--- config.mk ---
export PLATFORM = sky130hd
export DESIGN_NAME = serial_packet_buffer
export DESIGN_NICKNAME = d
export VERILOG_FILES = /design/src/rtl/serial_packet_buffer.sv
export SDC_FILE = /design/constraint.sdc
export NUM_CORES = 1
export LEC_CHECK = 0
export CAP_MARGIN = 20
export CORE_MARGIN = 4
export CORE_UTILIZATION = 55
export DETAILED_ROUTE_END_ITERATION = 6
export GPL_TIMING_DRIVEN = 0
export PLACE_DENSITY_LB_ADDON = 0.25
export SLEW_MARGIN = 15
export SYNTH_ARGS = -nofsm -noshare
export SYNTH_HDL_FRONTEND = slang
export SYNTH_SLANG_ARGS = --single-unit
export TNS_END_PERCENT = 20
--- constraint.sdc ---
create_clock -name clock -period 2.2 [get_ports clock]
set_input_delay 0.44 -clock clock [delete_from_list [all_inputs] [get_ports clock]]
set_output_delay 0.44 -clock clock [all_outputs]
set_load 0.01 [all_outputs]
--- src/rtl/serial_packet_buffer.sv ---
// rtl/serial_packet_buffer.sv - serial packet receiver holding one packet for indexed reads
// Optional idle-line abort in RECV is enabled by defining SERIAL_PACKET_TIMEOUT_EN.
module serial_packet_buffer #(
  parameter int WIDTH          = 16,
  parameter int LOGSIZE        = 1,
  parameter int TIMEOUT_CYCLES = 64
) (
  input  logic               clock,
  input  logic               reset_n,
  input  logic               serialClock,
  input  logic               serialData,
  input  logic [LOGSIZE-1:0] rdIndex,
  output logic [WIDTH-1:0]   rdData,
  output logic               packetValid,
  input  logic               packetAck,
  output logic               receiving,
  output logic [7:0]         dropCount
);

  localparam int WORDS = 1 << LOGSIZE;
  localparam int CW    = (WIDTH > 1) ? $clog2(WIDTH) : 1;
  localparam logic [LOGSIZE-1:0] LAST_IDX = '1;
  localparam logic [CW-1:0]      BIT_TOP  = CW'(WIDTH - 1);

  typedef enum logic {SEEK, RECV} state_t;

  state_t               state;
  logic [5:0]           hist;
  logic                 bit_strobe;
  logic                 bit_value;
  logic [6:0]           seek;
  logic [WIDTH-2:0]     shift;
  logic [CW-1:0]        bit_cnt;
  logic [LOGSIZE-1:0]   widx;
  logic [WIDTH-1:0]     fill [WORDS];
  logic [WIDTH-1:0]     held [WORDS];

  logic [7:0]           seek_next;
  logic [WIDTH-1:0]     new_word;
  logic [7:0]           drop_inc;

  assign seek_next = {seek, bit_value};
  assign new_word  = {shift, bit_value};
  assign drop_inc  = (dropCount == 8'hFF) ? 8'hFF : dropCount + 8'd1;
  assign rdData    = held[rdIndex];

`ifdef SERIAL_PACKET_TIMEOUT_EN
  localparam int TW = $clog2(TIMEOUT_CYCLES + 1);
  localparam logic [TW-1:0] IDLE_LAST = TW'(TIMEOUT_CYCLES - 1);
  logic [TW-1:0] idle_cnt;
`else
  logic unused_timeout;
  assign unused_timeout = (TIMEOUT_CYCLES == 0);
`endif

  // A bit is a high pulse of at least 6 samples; data is taken one cycle after the 6th.
  always_ff @(posedge clock or negedge reset_n) begin
    if (!reset_n) begin
      hist       <= '0;
      bit_strobe <= 1'b0;
      bit_value  <= 1'b0;
    end else if (hist == 6'h3F) begin
      bit_strobe <= 1'b1;
      bit_value  <= serialData;
      hist       <= '0;
    end else begin
      bit_strobe <= 1'b0;
      hist       <= {hist[4:0], serialClock};
    end
  end

  always_ff @(posedge clock or negedge reset_n) begin
    if (!reset_n) begin
      state       <= SEEK;
      seek        <= '0;
      shift       <= '0;
      bit_cnt     <= '0;
      widx        <= '0;
      packetValid <= 1'b0;
      receiving   <= 1'b0;
      dropCount   <= '0;
      for (int i = 0; i < WORDS; i++) begin
        fill[i] <= '0;
        held[i] <= '0;
      end
`ifdef SERIAL_PACKET_TIMEOUT_EN
      idle_cnt    <= '0;
`endif
    end else begin
      if (packetAck && packetValid) packetValid <= 1'b0;

      case (state)
        SEEK: begin
`ifdef SERIAL_PACKET_TIMEOUT_EN
          idle_cnt <= '0;
`endif
          if (bit_strobe) begin
            if (seek_next == 8'hAB) begin
              state     <= RECV;
              receiving <= 1'b1;
              seek      <= '0;
              bit_cnt   <= BIT_TOP;
              widx      <= '0;
            end else begin
              seek <= seek_next[6:0];
            end
          end
        end

        RECV: begin
`ifdef SERIAL_PACKET_TIMEOUT_EN
          idle_cnt <= serialClock ? '0 : idle_cnt + 1'b1;
`endif
          if (bit_strobe) begin
            shift <= new_word[WIDTH-2:0];
            if (bit_cnt == '0) begin
              fill[widx] <= new_word;
              bit_cnt    <= BIT_TOP;
              if (widx == LAST_IDX) begin
                state     <= SEEK;
                receiving <= 1'b0;
                seek      <= '0;
                widx      <= '0;
                // The final word is still in flight, so the swap takes it from new_word.
                if (!packetValid || packetAck) begin
                  packetValid <= 1'b1;
                  for (int i = 0; i < WORDS; i++)
                    held[i] <= (widx == LOGSIZE'(i)) ? new_word : fill[i];
                end else begin
                  dropCount <= drop_inc;
                end
              end else begin
                widx <= widx + 1'b1;
              end
            end else begin
              bit_cnt <= bit_cnt - 1'b1;
            end
          end
`ifdef SERIAL_PACKET_TIMEOUT_EN
          else if (!serialClock && idle_cnt == IDLE_LAST) begin
            state     <= SEEK;
            receiving <= 1'b0;
            seek      <= '0;
            widx      <= '0;
            idle_cnt  <= '0;
            dropCount <= drop_inc;
          end
`endif
        end

        default: state <= SEEK;
      endcase
    end
  end

endmodule

After elaboration in Yosys (flattened, before gate mapping)
Cells that the tools add are included.
- add/subtract/negate cells: 3
- order comparisons: 3
- equality and inequality tests: 8
- mux-type cells: 44
- bitwise logic cells: 4
- reductions and logical operators: 13
- operators with widths (cell ; number):
    two-way mux 16 bit ; 4
    two-way mux 7 bit ; 5
    bitwise mux 32 bit ; 1
    two-way mux 1 bit ; 22
    demux 16 bit (select 1 bit) ; 1
    equality test 8 bit (second input constant) ; 2
    two-way mux 4 bit ; 4
    AND reduction 5 bit ; 3
    one-hot mux 7 bit (2 select lines) ; 1
    adder 8 x 1 -> 8 bit (second input constant) ; 1
    two-way mux 8 bit ; 1
    one-hot mux 4 bit (2 select lines) ; 1
    AND reduction 4 bit ; 2
    equality test 6 bit (second input constant) ; 1
    two-way mux 6 bit ; 1
    inequality test 2 x 1 -> 1 bit (second input constant) ; 3
    one-hot mux 1 bit (2 select lines) ; 3
    AND reduction 3 bit ; 2
    >= comparator 2 bit (second input constant) ; 2
    logical NOT 4 bit ; 1
    inequality test 2 bit (second input constant) ; 2
    inverter 1 -> 2 bit ; 2
    subtractor 4 x 1 -> 4 bit (second input constant) ; 1
    logical AND 1 bit ; 2
    other kinds (6) ; 7
- bits in registers: 110
- input port bits: 6
- output and inout bits: 26

Logic depth before layout (Yosys ltp)
Gate-level depths: netlist of run 1.
- depth in word-level cells: 7
- gate-level depth with buffers: 7
- mapped depth without buffers: 6

Worst setup path after synthesis of run 1
Ideal clock, no wire load.
- path type: reg-to-reg
- start: register bit_cnt[0]
- end: register fill[22] (netlist name)
- library setup time: 125 ps
- arrival time: 1798 ps
- setup slack: 277 ps
- cell stages (with the launch flop): 7
- path buffers: 1
- clock period less this slack: 1923 ps
- cells stage by stage: dfrtp_1 inv_1 ha_1 nor3b_4 nor3b_4 buf_12 mux2_4
- word-level cells in the longest chain between the ends: 2
- RTL lines (item ; line ; RTL):
    from (decl) ; 33 ; logic [CW-1:0] bit_cnt;
    from (signal assigned) ; 136 ; bit_cnt <= bit_cnt - 1'b1;
    logical NOT 4 bit ; 116 ; if (bit_cnt == '0) begin
    AND reduction 3 bit (no line) ; -- ;
    to (signal, indexed assignment) ; 117 ; fill[widx] <= new_word;
    to (decl) ; 35 ; logic [WIDTH-1:0] fill [WORDS];
No other way between the ends.
A chain may end at the register's enable or synchronous reset.

Final worst setup path of run 1
- start: input port rdIndex
- end: output port rdData[14]
- word-level cells in the longest chain between the ends: 4
- RTL lines (item ; line ; RTL):
    from (decl) ; 12 ; input logic [LOGSIZE-1:0] rdIndex,
    inverter 1 -> 2 bit (not written as such) ; 45 ; assign rdData = held[rdIndex];
    two-way mux 16 bit (not written as such) (3 in series) ; 45 ;
    to (decl) ; 13 ; output logic [WIDTH-1:0] rdData,
No other way between the ends. The select of a mux whose other input is x is not followed.

==> results of run 1 <==
==> placed cells by master, fill, tap and decap left out, drive strengths merged <==
cell type	synthesis	layout
and3	2	2
a2bb2oi	1	1
nand4bb	2	2
nand4b	1	1
a32oi	1	1
o311ai	1	1
clkbuf	3	14
clkdlybuf4s50	0	29
clkinv	0	1
nand2b	2	2
nor2b	6	6
nor3	4	4
or3	1	1
o22a	3	3
ha	2	2
a22o	8	8
buf	7	10
dfrtp	94	94
inv	4	4
mux2	84	84
o41ai	1	1
o21ai	6	6
o21a	2	2
a21oi	8	8
nor3b	2	2
nor2	4	4
mux2i	1	1
nand3	5	5
nand4	4	4
and4	1	1
nand2	13	13
bufinv	0	3
==> through the flow <==
| stage | instances | TNS (ns) | power [uW] | hold slack (ns) |
|---|---|---|---|---|
| global placement | 399 | -257.20 | 1850 | 0.471 |
| global route | 416 | 0 | 3280 | 0.105 |
| detailed placement | 400 | -5.75 | 1860 | 0.464 |
| finish | 416 | 0 | 3170 | 0.0675 |
| floorplan | 273 | 0 | 1800 | 0.144 |
| CTS | 416 | 0 | 3200 | 0.0750 |
==> power by group <==
| group | switching (uW) | leakage, uW | internal [uW] |
|---|---|---|---|
| clock network | 573 | 0.000119 | 779 |
| registers | 10.1 | 0.00130 | 1740 |
| logic | 45.3 | 0.000804 | 26.4 |
| total | 628 | 0.00222 | 2540 |
==> path summary, 6_finish.rpt <==
| path | slack (ns) | from | end | cells after the start |
|---|---|---|---|---|
| max in group asynchronous | 1.50 | reset_n | fill[18]$_DFFE_PN0P_ | 2 |
| worst min-delay path | 0.07 | reset_n | dropCount[4]$_DFFE_PN0P_ | 1 |
| worst min register to register | 0.50 | hist[0]$_DFF_PN0_ | hist[1]$_DFF_PN0_ | 1 |
| worst max-delay path | 0.05 | rdIndex | rdData[14] | 4 |
| min in group clock | 0.50 | hist[0]$_DFF_PN0_ | hist[1]$_DFF_PN0_ | 1 |
| worst max register to register | 0.11 | bit_cnt[0]$_DFFE_PN0P_ | fill[16]$_DFFE_PN0P_ | 6 |
==> what timing repair did <==
item,CTS,global route
endpoints found under the setup margin,20,0
resized for setup,4,0
buffers inserted,1,0
hold buffers,0,0
==> synthesized netlist by cell type, types with 5 or more instances <==
master / count
dfrtp_1: 94
mux2_2: 70
nand2_1: 11
mux2_4: 10
a21oi_1: 8
a22o_1: 8
nor2b_1: 6
o21ai_0: 6
buf_2: 5
nand3_1: 5
==> kinds of logic (layout without fill, tap and decap cells) <==
| family | after synthesis | in the layout | share of synthesized area [%] |
|---|---|---|---|
| and+or+nand+nor | 47 | 47 | 7.99 |
| AOI/OAI and AO/OA | 31 | 31 | 5.42 |
| DFF | 94 | 94 | 58.9 |
| buffers and inverters | 14 | 61 | 2.13 |
| adders and majority gates | 2 | 2 | 0.627 |
| muxes | 85 | 85 | 24.9 |
==> cell type report <==
| type | count | area share [%] |
|---|---|---|
| inverter | 4 | 0.320 |
| timing repair buffer | 32 | 7.10 |
| clock inverter | 4 | 2.03 |
| tap | 96 | 2.56 |
| sequential | 94 | 50.2 |
| buffer | 10 | 1.68 |
| multi-input combinational | 165 | 33.1 |
| clock buffer | 11 | 3.01 |
==> routing by layer <==
layer	GRT usage [%]	vias to the layer above	part of all wire [%]
met5	0	-	0
met4	8.42	0	1.9
met3	2.82	10	3.1
met2	25.7	34	46
met1	24.7	1182	48
li1	-	1074	-
==> state kept, by name (all words and copies together), names as in the netlist, 4 cells and up <==
signal / count
seek: 7
bit_cnt: 4
dropCount: 8
held: 32
shift: 15
hist: 6
fill: 16
==> worst reg2reg max path, cell delays in order (launching register included) <==
cell,delay (ns)
dfrtp_1,0.42
inv_1,0.11
ha_1,0.30
nor3b_4,0.28
nor3b_4,0.30
buf_4,0.22
mux2_2,0.35
==> results, run 1 <==
- The distinct cell type count of the synthesized netlist is 38.
- The number of detailed-routing iterations run before antenna repair is 4.
- The top cell family by delay on the critical path is buffers and inverters.
- The filler cell count in the final layout is 512.
- Summing all placed instances gives a cell area of 4440 um2.
- From synthesis to final layout, the design area changed by 17.5%.
- In the routed design, unresolved DRC markers number 0.
- The count of nets left with antenna violations once routing finished came out at 0.
- The netlist area before placement is 3990 um2.
- The average wire per cell in the routed design is 16.4 um.
- The class of the worst hold path is in2async.
- The standard cell with the maximum stage delay on the critical path is clkdlybuf4s50_1.
- For this run, the share of the core covered by cells in the final layout is 67.9%.
- VDD sags by at most 0.000514 V.
- On the worst path, the slowest cell contributes a delay of 0.48 ns.
- The number of buffers and inverters on the critical path is 3.
- The total detailed-routing wirelength is 6.83 mm.
- In this run the biggest area consumer among cell types represents 58.9% of the synthesized area.
- The number of pins exceeding their max-slew limit in the final report came to 0.
- The starting density of the core is 57.8%.
- The required time of the critical path is 1.76 ns.
- The category of the critical setup timing path is in2out.
- The floorplan step defined a die boundary enclosing 8680 um2.
- At the end of routability-driven placement, the weighted congestion stood at 0.818.
- The flow ran to the end, and the final reports show no timing, DRC or antenna violations.
- The detailed placer's ending HPWL is 4.45 mm.
- Dividing total power by cell area gives a power density of 677 nW/um2.
- The finished cells cover 4690 um2.
- The hold violation total from the final report is 0.
- The count of endpoints failing setup in the final report is 0.
- The max-cap check violation count is 0.
- The number of vias per cell is 5.53.
- TritonCTS created 9 clock buffers.
- The yosys synthesis warning count is 0.
- The share of layout cells above drive strength 1 is 35.9%.
- For this run, the total global-route usage over all layers was measured as 17.3%.
- Summed over all cells, the static leakage comes to 0.00222 uW.
- The initialized floorplan defines 30 standard-cell rows.
- Traced cell by cell, the critical path runs through clkbuf_2, buf_6, mux2_2, clkdlybuf4s50_1.
- The worst setup path is launched from a primary input.
- Timing analysis after detailed placement gives a worst setup slack of -0.541 ns.
- STA puts the critical path data arrival time at 1.71 ns.
- The maximum buffer depth of the clock tree is 2.
- The clock net in this run drives a total of 94 sinks.
- The sequential cell area in the final layout is 2350 um2.
- The net count of the finished layout is 324.
- Synthesis handed over a netlist of 273 instances.
- The antenna diode instance count is 0.
- The later pin in the worst-skew pair is clocked with a latency of 0.35 ns.
- The final worst setup slack is 0.0484 ns.
- The maximum number of pins on one net before global-route repair is 54.
- The mean cell area of the mapped netlist is 14.6 um2.
- Headroom to the max-slew limit came out at 64.4%.
- The proportion of synthesized chip area in sequential cells is 58.9%.
- Buffers placed on the I/O ports in this run total 30.
- The area of combinational cells with multiple inputs is 1550 um2.
- The H-tree depth is 3.
- The ratio of final minimum period to clock period is 97.8%.
- Of all cell types, the one taking the most synthesized area is dfrtp_1.
- The total vias in the final route is 2300.
- The area inside the core boundary is 6910 um2.
- The maximum clock rate is 465 MHz.
- The number of nets produced by synthesis is 281.
- The global-route wire length before repair is 11.6 mm.
- The first routing iteration left 97 violations.
- The register clock-pin slew on the reported worst setup and hold paths is 0.09 ns.
- In this run the count of I/O pins placed on the die edge is 32.
- The floorplan step set the die height to 93.2 um.
- The leftover overflow at the end of global routing is 0.
- From left edge to right edge, the die measures 93.2 um.
- Along the worst path, the maximum fanout reaches 10.
- Sorting the synthesized cells by area gives the leading types as dfrtp_1, mux2_2, mux2_4.
- Counting flops and latches in the post-synthesis netlist gives 94.
- The worst setup path is captured at a primary output.
- Setup repair after global routing left no endpoint under its margin.
- Among all flip-flop cells after synthesis, the most frequent one is dfrtp_1.
- The synthesized design contains 0 enable-type register cells.
- The minimum clock period after layout is 2.15 ns.
- The CTS tree is built.
- The setup skew after layout is 0.00850 ns.
- The number of antenna violations at the first check in global routing came to 0.
- The number of global-route vias before repair is 2346.
- The measured slew at the worst slew-check pin is 0.534 ns.
- The buffer type at the clock tree root is clkbuf_8.
- Of all flip-flops after synthesis, the portion carrying an async set or reset was 100%.
Note: power is estimated with default switching activity, not from simulation.
==> inputs of run 2 (changes only) <==
--- a/config.mk
+++ b/config.mk
@@ -5,6 +5,7 @@
 export SDC_FILE = /design/constraint.sdc
 export NUM_CORES = 1
 export LEC_CHECK = 0
+export ABC_AREA = 1
 export CAP_MARGIN = 20
 export CORE_MARGIN = 4
 export CORE_UTILIZATION = 55
==> run 2 against run 1 <==
Core utilization barely moved. Design area is 0.56% higher. Worst hold slack better by 0.018 ns. Largest power group unchanged. Critical path type unchanged. Highest routed layer unchanged. Clock skew increased by 0.0036 ns. Wire length is 20% higher. Synthesized area is 1.0% higher.
==> results, run 2 <==
- The total I/O pin count is 32 (unchanged).
- The endpoint type of the worst setup path is a primary output.
- The share of the synthesized area in the top cell type is 58.3% (-0.59 points).
- The proportion of synthesized chip area in sequential cells came to 58.3% (-0.59 points).
- The maximum number of pins on one net before global-route repair is 49 (-9.3%).
- The number of nets produced by synthesis is 450 (+60%).
- The sequential power share is 56.0% (+0.9 points).
- The required time of the critical path is 1.76 ns (about the same).
- The reported leakage power came to 0.00231 uW (+3.7%).
- The switching portion of total power is 21.9% (+2.1 points).
- The full die area is 8760 um2 (+0.93%).
- The netlist area before placement is 4030 um2 (+1.0%).
- The maximum buffer depth of the clock tree is 2 (unchanged).
- The number of global-route vias before repair is 3092 (+32%).
- The number of flops mapped to enable cells by yosys is 0 (unchanged).
- The synthesized instance count is 442 (+62%).
- The mean cell area of the mapped netlist is 9.12 um2 (-38%).
- The net count of the finished layout came to 492 (+52%).
- The slowest stage of the critical path is the clkdlybuf4s50_1 cell.
- The root buffer cell chosen for the clock tree is clkbuf_8.
- The count of input and output buffers is 30 (unchanged).
- The H-tree depth is 3 (unchanged).
- The worst setup slack after placement came to -0.242 ns (+0.299 ns).
- The post-CTS resize count is 2 (-2).
- By startpoint and endpoint, the worst setup path is classified as in2out.
- The number of register bits inferred by synthesis is 94 (unchanged).
- The remaining design rule violation count is 0 (unchanged).
- The class of the worst hold path is in2async.
- The die outline width is 93.6 um (+0.46%).
- The logic depth of the worst register-to-register path is 9 (+3).
- The count of standard-cell rows is 30 (unchanged).
- The combinational group share of total power was 2.7% (+0.4 points).
- The max-cap check violation count was 0 (unchanged).
- By count the netlist is led by nand2_1, dfrtp_1, o21ai_0, inv_1, nand3_1.
- The run finished with clean final reports.
- The filler cell count in the final layout was 568 (+11%).
- The area inside the core boundary is 6940 um2 (+0.54%).
- The routability congestion estimate from global placement is 0.817 (-0.23%).
- The count of endpoints failing setup in the final report is 0 (unchanged).
- The CTS tree is built.
- The critical path goes through clkbuf_2, buf_6, mux2_2, clkdlybuf4s50_1.
- Grouping stages by cell kind, the critical path spends the most delay in buffers and inverters.
- The wire length on met1 is 3.77 mm (+14%).
- STA classifies the critical path startpoint as a primary input.
- The number of vias per cell is 5.21 (-5.8%).
- In the layout the commonest cells are nand2_1, dfrtp_1, o21ai_0.
- By area the synthesized netlist is led by dfrtp_1, nand2_1, o21ai_0.
- The power density over the cells is 665 nW/um2 (-1.6%).
- The aggregate global-route resource usage is 21.1% (+3.8 points).
- The global-route wire length before repair is 14.5 mm (+25%).
- The cell accounting for the most synthesized area is dfrtp_1.
- The register clock-pin slew on the reported worst setup and hold paths is 0.09 ns (about the same).
- The leftover overflow at the end of global routing came to 0 (unchanged).
- The antenna diode instance count came to 0 (unchanged).
- The starting density of the core was 58.1% (+0.26 points).
- The end of the worst register-to-register path is held[3]$_DFFE_PN0P_.
- The total detailed-routing wirelength was 8.20 mm (+20%).
- The die outline height is 93.6 um (+0.46%).
- The largest registers in the layout are held x32, fill x16, shift x15.
- The worst vdd rail ir drop is 0.000411 V (-20%).
- The synthesis-to-layout area growth is 17.0%.
- The register name with the most flops is held.
- The remaining antenna violation count is 0 (unchanged).
- The number of sinks driven by the clock tree came to 94 (unchanged).
- The yosys synthesis warning count is 0 (unchanged).
- The distinct cell type count of the synthesized netlist was 27 (-29%).
- The worst slew margin relative to its limit came to 58.6% (-5.7 points).
- The total vias in the final route is 3046 (+32%).
- The number of pins exceeding their max-slew limit in the final report is 0 (unchanged).
- The minimum setup slack among reg-to-reg paths is 0.35 ns (+0.24 ns).
- The minimum clock period after layout came to 2.14 ns (-0.00938 ns).
- The number of antenna violations at the first check in global routing is 0 (unchanged).
- The clock network fraction of design power is 41.3% (-1.3 points).
- The setup fix buffers added after clock tree synthesis is 0 (-1).
- The detailed placer's ending HPWL was 5.49 mm (+23%).
- The count of routing violations after the opening detailed-route iteration is 177 (+82%).
- The startpoint identified for the worst register-to-register timing path is bit_cnt[0]$_DFFE_PN0P_.
- The setup skew after layout is 0.0121 ns (+0.00365 ns).
- The internal power contribution is 2450 uW (-3.6%).
- Setup repair after global routing left no endpoint under its margin.
- The delay of the slowest cell on the worst path is 0.48 ns (about the same).
- The area of all placed cells without fillers came to 4720 um2 (+0.56%).
- The final worst setup slack is 0.0578 ns (+0.00938 ns).
- The ratio of final minimum period to clock period is 97.4% (-0.43 points).
- The highest routing layer actually used is met4.
- The measured slew at the worst slew-check pin came to 0.620 ns (+0.0862 ns).
- The hold violation total from the final report is 0 (unchanged).
- The share of layout cells above drive strength 1 is 11.5% (-24 points).
- The quantity of hold-fixing buffers added after cts is 0 (unchanged).
- The async set-reset flop share out of synthesis came to 100% (unchanged).
- The most common cell after layout, fill and taps aside is nand2_1.
- The sum of internal, switching and leakage power was 3140 uW (-1.1%).
- The placement-stage cell area is 4480 um2 (+0.90%).
- The clock buffer count from CTS came to 9 (unchanged).
- The peak fanout along the critical path is 10 (unchanged).
- The switching power summed over all nets came to 686 uW (+9.2%).
- The worst hold margin came to 0.0856 ns (+0.0181 ns).
- The number of detailed-routing iterations run before antenna repair is 4 (unchanged).
- The wire length on met2 is 3.89 mm (+22%).
- The later-pin clock latency in the skew report is 0.36 ns (about the same).
- The average wire per cell in the routed design is 14.0 um (-15%).
- The most instantiated library cell after synthesis is nand2_1.
- For this run, the leading register cell type out of synthesis is dfrtp_1.
- The flip-flop count of the largest register after layout is 32 (unchanged).
- The maximum clock rate is 467 MHz (+0.44%).
- The number of buffers and inverters on the critical path is 3 (unchanged).
- The data arrival time of the critical path is 1.70 ns (about the same).
- The met3 layer wire length in the routed design is 476 um (+120%).
[run 2: routing by layer]
| metal | global-route usage, % | up-vias |
|---|---|---|
| met4 | 9.03 | 0 |
| met1 | 29.8 | 1483 |
| met3 | 4.42 | 6 |
| met2 | 31.6 | 74 |
| met5 | 0 | - |
| li1 | - | 1483 |
[run 2: power groups by stage]
stage | clock network, uW | logic (uW) | registers [uW]
6_report | 1290 | 85.3 | 1760
5_1_grt | 1400 | 101 | 1760
4_1_cts | 1310 | 88.4 | 1760
3_5_place_dp | 0 | 87.6 | 1790
3_3_place_gp | 0 | 78.9 | 1790
2_1_floorplan | 0 | 31.1 | 1790
[run 2: per-stage QoR]
stage | std cells | TNS, ns | util, %
after global placement | 568 | -251.00 | 64.1
after global routing | 585 | 0 | 67.9
final | 585 | 0 | 67.9
after floorplan | 442 | 0 | -
after CTS | 585 | 0 | 67.9
after detailed placement | 569 | -2.30 | 64.5
[run 2: worst reg2reg max path, stage by stage (launching register included)]
cell	delay, ns
dfrtp_1	0.39
inv_1	0.10
ha_1	0.20
nand2_2	0.09
nor2_4	0.15
nand2_4	0.10
nor2_8	0.17
nand2_4	0.07
clkbuf_1	0.26
o21ai_0	0.24
[run 2: cell families (layout without fill, tap and decap cells)]
kind of cell / count (synthesis) / after routing / share of synthesized area [%]
AO/OA/AOI/OAI: 61 / 61 / 7.94
AND/OR/NAND/NOR: 211 / 211 / 22.3
adder cells (fa/ha/maj): 2 / 2 / 0.621
XOR/XNOR: 2 / 2 / 0.435
multiplexers: 16 / 16 / 4.47
buffers and inverters: 56 / 103 / 5.87
flip-flops: 94 / 94 / 58.3
[run 2: final cells by class]
class / count / area [um2] / share of cell area, %
Timing Repair Buffer: 31 / 325 / 6.90
Clock buffer: 10 / 138 / 2.92
Sequential cell: 94 / 2350 / 49.9
Clock inverter: 6 / 93.8 / 1.99
Inverter: 41 / 154 / 3.26
Buffer: 15 / 90.1 / 1.91
Multi-Input combinational cell: 292 / 1440 / 30.6
Tap cell: 96 / 120 / 2.55
[run 2: worst max path at each step]
stage / start / end / cells past startpoint
floorplan: rdIndex / rdData[10] / 3
global placement: reset_n / held[21]$_DFFE_PN0P_ / 1
detailed placement: rdIndex / rdData[13] / 4
CTS: rdIndex / rdData[13] / 4
global route: rdIndex / rdData[9] / 4
finish: rdIndex / rdData[13] / 4
==> inputs of run 3 (changes only) <==
--- a/config.mk
+++ b/config.mk
@@ -12,6 +12,7 @@
 export DETAILED_ROUTE_END_ITERATION = 6
 export GPL_TIMING_DRIVEN = 0
 export PLACE_DENSITY_LB_ADDON = 0.25
+export RECOVER_POWER = 50
 export SLEW_MARGIN = 15
 export SYNTH_ARGS = -nofsm -noshare
 export SYNTH_HDL_FRONTEND = slang
==> run 3 against run 2 <==
Wire length down 0.61%. Design area decreased by 0.64%. Clock-buffer cell count did not move. Clock skew about the same. Core utilization is 0.43 points lower. Critical path type unchanged.
==> results, run 3 (synthesis results as in run 2) <==
- The flow ran to the end, and the final reports show no timing, DRC or antenna violations.
- The max-cap check violation count is 0 (unchanged).
- The instance count after placement with tap cells included is 569 (unchanged).
- The worst hold path belongs to the class in2async.
- The average wire per cell in the routed design is 13.9 um (-0.61%).
- The number of global-route vias before repair was 3092 (unchanged).
- The maximum clock rate is 469 MHz (+0.47%).
- The count of routing violations after the opening detailed-route iteration was 175 (-1.1%).
- The global-route wire length before repair was 14.5 mm (unchanged).
- The synthesis-to-layout area growth is 16.2%.
- The routability congestion estimate from global placement is 0.817 (unchanged).
- The number of sinks driven by the clock tree came to 94 (unchanged).
- The later-pin clock latency in the skew report is 0.36 ns (about the same).
- The number of vias per cell is 5.19 (-0.39%).
- The number of antenna violations at the first check in global routing is 0 (unchanged).
- The number of detailed-routing iterations run before antenna repair is 4 (unchanged).
- The aggregate global-route resource usage is 21.1% (unchanged).
- The flip-flop count of the largest register after layout was 32 (unchanged).
- The share of layout cells above drive strength 1 is 11.2% (-0.20 points).
- The die outline width is 93.6 um (unchanged).
- The minimum clock period after layout came to 2.13 ns (-0.00996 ns).
- The top cell types in the final layout, fill and taps aside, are nand2_1, dfrtp_1, o21ai_0.
- The maximum buffer depth of the clock tree was 2 (unchanged).
- The H-tree depth came to 3 (unchanged).
- The area inside the core boundary came to 6940 um2 (unchanged).
- The delay of the slowest cell on the worst path is 0.48 ns (about the same).
- The maximum number of pins on one net before global-route repair was 49 (unchanged).
- Setup repair after global routing left no endpoint under its margin.
- The count of standard-cell rows is 30 (unchanged).
- The setup skew after layout came to 0.0126 ns (+0.000473 ns).
- The endpoint type of the worst setup path is a primary output.
- The die outline height is 93.6 um (unchanged).
- The power density over the cells came to 669 nW/um2 (+0.47%).
- The total I/O pin count is 32 (unchanged).
- The full die area was 8760 um2 (unchanged).
- The worst slew margin relative to its limit is 22.5% (-36 points).
- The fraction of the core area covered by cells at the end of the flow is 67.5% (-0.43 points).
- The peak fanout along the critical path is 10 (unchanged).
- Walking the worst path, the cells encountered are clkbuf_2, buf_6, mux2_2, clkdlybuf4s50_1.
- The worst vdd rail ir drop is 0.000413 V (+0.64%).
- The starting density of the core is 58.1% (unchanged).
- The clock buffer count from CTS is 9 (unchanged).
- The leftover overflow at the end of global routing is 0 (unchanged).
- The register clock-pin slew on the reported worst setup and hold paths is 0.09 ns (about the same).
- The category of the critical setup timing path is in2out.
- The required time of the critical path is 1.76 ns (about the same).
- The total vias in the final route was 3034 (-0.39%).
- The count of input and output buffers is 30 (unchanged).
- The number of pins exceeding their max-slew limit in the final report was 0 (unchanged).
- TritonCTS built the clock tree.
- The remaining antenna violation count was 0 (unchanged).
- The standard cell with the maximum stage delay on the critical path is clkdlybuf4s50_1.
- The measured slew at the worst slew-check pin was 1.16 ns (+0.542 ns).
- The antenna diode instance count is 0 (unchanged).
- The largest registers in the layout are held x32, fill x16, shift x15.
- Leaving out fill and tap cells, the most frequent cell in the layout is nand2_1.
- The net count of the finished layout is 492 (unchanged).
- The hold violation total from the final report is 0 (unchanged).
- The total detailed-routing wirelength is 8.15 mm (-0.61%).
- The remaining design rule violation count is 0 (unchanged).
- The data arrival time of the critical path is 1.69 ns (about the same).
- The register name with the most flops is held.
- The final worst setup slack is 0.0677 ns (+0.00996 ns).
- The reported leakage power was 0.00228 uW (-1.1%).
- The worst setup slack after placement is -0.242 ns (unchanged).
- The post-route non-filler standard cell count came to 585 (unchanged).
- The detailed placer's ending HPWL is 5.49 mm (unchanged).
- The count of endpoints failing setup in the final report is 0 (unchanged).
- The setup fix buffers added after clock tree synthesis is 0 (unchanged).
- STA classifies the critical path startpoint as a primary input.
- The buffer type at the clock tree root is clkbuf_8.
- The ratio of final minimum period to clock period is 96.9% (-0.45 points).
## run 3: changes by cell type in the layout (fill, tap and decap cells not counted), sizes merged
cell    change
clkbuf      +3
buf         -3
## run 3: area by class of cell
cell class                      count  area (um2)
Tap cell                           96         120
Buffer                             15        90.1
Fill cell                         570        2260
Sequential cell                    94        2350
Multi-Input combinational cell    292        1440
Inverter                           41         154
Clock inverter                      6        93.8
Clock buffer                       10         138
Timing Repair Buffer               31         303
## run 3: what timing repair did
item,4_1_cts,5_1_grt
endpoints found under the setup margin,10,10
pin swaps,0,0
resized for setup,2,1
hold buffers,0,0
## run 3: path summary, 6_finish.rpt
path,depth (start not counted),endpoint,start,slack (ns)
worst max register to register,9,held[3]$_DFFE_PN0P_,bit_cnt[0]$_DFFE_PN0P_,0.34
worst min-delay path,1,dropCount[2]$_DFFE_PN0P_,reset_n,0.30
max in group asynchronous,2,fill[25]$_DFFE_PN0P_,reset_n,0.59
worst max-delay path,4,rdData[13],rdIndex,0.07
worst min register to register,2,held[27]$_DFFE_PN0P_,held[27]$_DFFE_PN0P_,0.47
min in group clock,2,held[27]$_DFFE_PN0P_,held[27]$_DFFE_PN0P_,0.47
## run 3: report_power, final
part	leakage (uW)	switching [uW]	internal [uW]	total, uW
clock network	0.000113	616	679	1290
registers	0.00129	12.2	1750	1760
logic	0.000877	57.6	22.3	79.9
## run 3: per-stage QoR
step / TNS [ns] / area (um2) / hold slack (ns) / power (uW)
finish: 0 / 4690 / 0.296 / 3130
global route: 0 / 4690 / 0.382 / 3260
CTS: 0 / 4710 / 0.105 / 3160
detailed placement: -2.30 / 4480 / 0.456 / 1880
global placement: -251.00 / 4450 / 0.451 / 1870
floorplan: 0 / 4030 / 0.144 / 1820
## run 3: critical path: cells and delay by family
| family | cells | cell delay, ns |
|---|---|---|
| buffers and inverters | 3 | 0.89 |
| muxes | 1 | 0.35 |
## run 3: layer usage
metal,vias up,part of all wire [%],GRT usage [%]
li1,1484,-,-
met1,1480,46,29.8
met2,64,47,31.6
met3,6,5.1,4.42
met4,0,0.98,9.03
met5,-,0,0
